### config.mk
export PLATFORM = sky130hd
export DESIGN_NAME = gfx_dbuf_swap_ctrl
export DESIGN_NICKNAME = d
export VERILOG_FILES = /design/src/rtl/gfx_dbuf_swap_ctrl.sv
export SDC_FILE = /design/constraint.sdc
export NUM_CORES = 1
export LEC_CHECK = 0
export BUFFER_PORTS_ARGS = -buffer_cell sky130_fd_sc_hd__buf_2
export CAP_MARGIN = 10
export CORE_MARGIN = 3
export CORE_UTILIZATION = 50
export CTS_CLUSTER_SIZE = 12
export DETAILED_ROUTE_END_ITERATION = 10
export PLACE_DENSITY = 0.79
export SYNTH_ARGS = -nofsm -noshare
export SYNTH_HDL_FRONTEND = slang
export SYNTH_SLANG_ARGS = --single-unit
### constraint.sdc
create_clock -name clk -period 2.84 [get_ports clk]
set_clock_uncertainty 0.05 [all_clocks]
set_input_delay 0 -clock clk [delete_from_list [all_inputs] [get_ports clk]]
set_output_delay 0 -clock clk [all_outputs]
set_load 0.05 [all_outputs]
### src/rtl/gfx_dbuf_swap_ctrl.sv
// gfx_dbuf_swap_ctrl
//   Double-buffer swap controller. A pattern writer fills the back buffer and
//   signals completion with a valid/ready handshake; the controller then waits
//   for the start of the next vertical blank and swaps front/back buffers,
//   so the display never shows a half-written frame.
//
// Parameters
//   SYNC_STAGES  number of vga_vsync synchronizer flops (minimum 2)
//   CNT_WIDTH    width of frame_cnt / skip_cnt (counters wrap)
//
// Ports
//   clk            single clock, all state lives here
//   reset          asynchronous, active-high
//   vga_vsync      active-low display vsync, asynchronous to clk
//   wr_done_valid  writer finished the back buffer (held until accepted)
//   wr_done_ready  controller accepts the done indication (high in WRITE)
//   wr_en          writer may write the back buffer (high in WRITE)
//   disp_sel       front buffer on display: 0 = sram0, 1 = sram1
//   wr_sel         back buffer being written, always ~disp_sel
//   swap_pulse     one-cycle strobe on each swap
//   frame_cnt      number of vblank starts seen
//   skip_cnt       vblank starts with no finished frame (frame repeated)

module gfx_dbuf_swap_ctrl #(
    parameter int SYNC_STAGES = 2,
    parameter int CNT_WIDTH   = 16
) (
    input  logic                 clk,
    input  logic                 reset,
    input  logic                 vga_vsync,
    input  logic                 wr_done_valid,
    output logic                 wr_done_ready,
    output logic                 wr_en,
    output logic                 disp_sel,
    output logic                 wr_sel,
    output logic                 swap_pulse,
    output logic [CNT_WIDTH-1:0] frame_cnt,
    output logic [CNT_WIDTH-1:0] skip_cnt
);

    typedef enum logic [1:0] {
        WRITE      = 2'd0,
        WAIT_VSYNC = 2'd1,
        SWAP       = 2'd2
    } state_t;

    // ------------------------------------------------------------------
    // vsync synchronizer and falling-edge detect
    // ------------------------------------------------------------------
    // Flops reset to 1 (vsync inactive) so a vsync already low when reset
    // releases yields exactly one vblank_start once it has crossed the chain.
    logic [SYNC_STAGES-1:0] sync_q, sync_d;
    logic                   sync_last_q, sync_last_d;
    logic                   vblank_start;

    always_comb begin
        sync_d      = {sync_q[SYNC_STAGES-2:0], vga_vsync};
        sync_last_d = sync_q[SYNC_STAGES-1];
    end

    always_ff @(posedge clk or posedge reset) begin
        if (reset) begin
            sync_q      <= '1;
            sync_last_q <= 1'b1;
        end else begin
            sync_q      <= sync_d;
            sync_last_q <= sync_last_d;
        end
    end

    // Active-low vsync: vblank begins on the falling edge.
    assign vblank_start = ~sync_q[SYNC_STAGES-1] & sync_last_q;

    // ------------------------------------------------------------------
    // Swap FSM with registered outputs
    // ------------------------------------------------------------------
    state_t state_q, state_d;
    logic   disp_sel_q, disp_sel_d;
    logic   wr_en_q, wr_en_d;
    logic   wr_done_ready_q, wr_done_ready_d;
    logic   swap_pulse_q, swap_pulse_d;
    logic   done_acc;

    assign done_acc = wr_done_valid & wr_done_ready_q;

    always_comb begin
        state_d    = state_q;
        disp_sel_d = disp_sel_q;
        unique case (state_q)
            WRITE: begin
                // A vblank coinciding with acceptance is too early to swap:
                // the frame is only counted as skipped, the swap waits.
                if (done_acc) state_d = WAIT_VSYNC;
            end
            WAIT_VSYNC: begin
                if (vblank_start) begin
                    state_d    = SWAP;
                    disp_sel_d = ~disp_sel_q;
                end
            end
            SWAP: begin
                state_d = WRITE;
            end
            default: begin
                state_d = WRITE;
            end
        endcase
        // Outputs are decoded from the next state and registered, so they
        // change on the same edge as the state they belong to.
        wr_en_d         = (state_d == WRITE);
        wr_done_ready_d = (state_d == WRITE);
        swap_pulse_d    = (state_d == SWAP);
    end

    always_ff @(posedge clk or posedge reset) begin
        if (reset) begin
            state_q         <= WRITE;
            disp_sel_q      <= 1'b0;
            wr_en_q         <= 1'b1;
            wr_done_ready_q <= 1'b1;
            swap_pulse_q    <= 1'b0;
        end else begin
            state_q         <= state_d;
            disp_sel_q      <= disp_sel_d;
            wr_en_q         <= wr_en_d;
            wr_done_ready_q <= wr_done_ready_d;
            swap_pulse_q    <= swap_pulse_d;
        end
    end

    // ------------------------------------------------------------------
    // Frame / skip counters (wrap naturally at 2^CNT_WIDTH)
    // ------------------------------------------------------------------
    logic [CNT_WIDTH-1:0] frame_cnt_q, frame_cnt_d;
    logic [CNT_WIDTH-1:0] skip_cnt_q, skip_cnt_d;

    always_comb begin
        frame_cnt_d = frame_cnt_q;
        skip_cnt_d  = skip_cnt_q;
        if (vblank_start) begin
            frame_cnt_d = frame_cnt_q + {{(CNT_WIDTH-1){1'b0}}, 1'b1};
            // Still writing when vblank arrives: the old frame is shown again.
            if (state_q == WRITE) begin
                skip_cnt_d = skip_cnt_q + {{(CNT_WIDTH-1){1'b0}}, 1'b1};
            end
        end
    end

    always_ff @(posedge clk or posedge reset) begin
        if (reset) begin
            frame_cnt_q <= '0;
            skip_cnt_q  <= '0;
        end else begin
            frame_cnt_q <= frame_cnt_d;
            skip_cnt_q  <= skip_cnt_d;
        end
    end

    assign wr_done_ready = wr_done_ready_q;
    assign wr_en         = wr_en_q;
    assign disp_sel      = disp_sel_q;
    assign wr_sel        = ~disp_sel_q;
    assign swap_pulse    = swap_pulse_q;
    assign frame_cnt     = frame_cnt_q;
    assign skip_cnt      = skip_cnt_q;

endmodule

==> metrics.txt <==
Setup Buffers After CTS=0; Setup CP Type=reg2reg; width of the die=64.4 µm; num rows=20; clock sink count=40; Layout area overhead=20.8%; clock root cell=clkbuf_4; Pwr Total=1.79 mW; Syn Std Cell Area=1700 µm²; # IOs=41; Starting Density=0.540; CTS buffer count=5; register area share after synthesis=0.590; DR vias=1183; First DRT Iteration DRCs=52; WP data arrival=1.97 ns; LEAKAGE=1.05 nW; All-Layer GR Usage=0.170; setup violators final=0; worst skew pair latency=0.35 ns; #FFs+latches synth=40; DR DRC count=0; vias per cell=5.10; YS warnings=0; syn avg cell area=12.4 µm²; placed cell count=221; initial antenna violation count=0; hold crit path type=in2async; layout cells sized above 1=0.319; synth top area cells=dfrtp_1, xnor2_1, dfstp_2; outcome=completed; pwr dens=869 nW/µm²; die height=64.4 µm; Routed WL per cell=13.2 µm; DP Wirelength=2310 µm; area of the core=3150 µm²; worst-case reg-to-reg path depth=5; top-area cell type share of the netlist area=0.529; Final Cycle Share=0.623; pin count of the biggest net entering global routing=41; Longest Clk Path Bufs=2; ANT cells=0; r2r setup slk=1.07 ns; H-tree depth=2; Crit Path Max Fanout=4; final net count=193; die area=4140 µm²; Routed Antenna Nets=0; Congestion Overflow GR=0; port bufs=40; TritonCTS clock tree=built; Post-Layout Cell Count=232; clock-pin slew on the worst setup and hold paths=0.12 ns; vias in the first global route=1178; Worst EP required=3.04 ns; max cap viols=0; first-pass GRT wire length=5330 µm; Synth Instances=137; crit path capture type=flop; fin crit period=1.77 ns; final hold vios=0; largest area contributor in the netlist=dfrtp_1; Post-CTS Resized=0; multi-input combinational cell area=672 µm²; GP Congestion=0.776; Post-Route WL=3060 µm; Slew HR=0.658; Hold WS=0.244 ns; Syn Nets=143; Netlist cell types=26; Highest Clock Rate=565 MHz; worst slew pin tran=0.509 ns; sequential standard cell area=1010 µm²; # fillers=271; Max Slew Vio Count=0; startpoint class of the critical path=flop; VDD IR-drop max=0.902 mV; unrepaired setup endpoints after global routing=false; setup tns final=0 ns; Pre-antenna DRT Iters=4
[critical path: stages, from the launching register on]
cell and delay [ns]:
dfrtp_1 0.43, ha_1 0.19, nand3b_1 0.17, nor3_1 0.48, nand3_1 0.19, xnor2_1 0.16
[routing by layer]
layer  vias up  global-route usage  part of all wire
met5         -                   0                 0
li1        567                   -                 -
met1       575               0.196              0.42
met4         0              0.0633             0.017
met3         7              0.0580             0.060
met2        34               0.291              0.50
[path summary, 6_finish.rpt]
kind | from | end
max in group asynchronous | reset | sync_q[1]
min in group clk | vga_vsync | sync_q[0]
hold / removal | reset | frame_cnt[14]
hold reg to reg | sync_q[0] | sync_q[1]
setup reg to reg | frame_cnt[0] | frame_cnt[12]
setup / recovery | frame_cnt[0] | frame_cnt[12]
[Yosys cell counts]
master     n
ha_1       2
mux2_2     2
nand4b_1   1
inv_1      5
a21oi_1    2
nand3_1    9
dfstp_2    4
and2_1     3
nand2b_1   1
or2_2      1
nor3b_4    1
buf_4      1
nor3_2     2
nand4_4    1
xor2_1     9
nand4_1    6
and3_1     1
nor2_1    10
nand2_1   10
dfrtp_1   36
nor4_4     1
nor3_1     1
and4b_1    1
nand3b_1   1
and4_1     4
xnor2_1   22
[per-stage QoR]
step	utilization	worst slack [ns]	instance area, µm²
6_report	0.653	1.07	2060
3_5_place_dp	0.621	1.06	1960
4_1_cts	0.653	1.03	2060
2_1_floorplan	-	0.998	1700
5_1_grt	0.653	0.914	2060
3_3_place_gp	0.621	1.23	1960
[final cells by class]
type / count / area share
sequential: 40 / 0.489
multi-input combinational: 91 / 0.326
timing repair buffer: 44 / 0.116
clock buffer: 8 / 0.0334
tap: 44 / 0.0267
inverter: 5 / 0.00912
[power by group]
group,switching [mW],internal [mW],leakage [nW]
combinational,0.503,0.174,0.486
clock,0.169,0.146,0.0386
sequential,0.119,0.678,0.523
total,0.791,0.998,1.05
[kinds of logic (layout without fill, tap and decap cells)]
group,Yosys count,in the layout,synth area share
DFF,40,40,0.590
AOI/OAI and AO/OA,2,2,0.00587
and+or+nand+nor,54,54,0.201
muxes,2,2,0.0132
buffers and inverters,6,57,0.0154
xor gates and xnor gates,31,31,0.159
adders and majority gates,2,2,0.0147
[what timing repair did]
action,CTS,global route
setup endpoints to repair,0,0
endpoints found under the hold margin,39,0
hold buffers,3,0
[flip-flops by register name, indices dropped and copies added, names as in the netlist]
register,flops
frame_cnt,16
skip_cnt,16
state_q,2
sync_q,2
disp_sel,1
swap_pulse,1
sync_last_q,1
wr_done_ready,1
[cell usage in the layout, fill, tap and decap left out, types with 4 or more instances in the layout]
| master | n |
|---|---|
| and4_1 | 4 |
| buf_2 | 40 |
| clkbuf_4 | 5 |
| dfrtp_1 | 36 |
| dfstp_2 | 4 |
| inv_1 | 5 |
| nand2_1 | 10 |
| nand3_1 | 9 |
| nand4_1 | 6 |
| nor2_1 | 10 |
| xnor2_1 | 22 |
| xor2_1 | 9 |
Power figures use the tool's default switching activity.
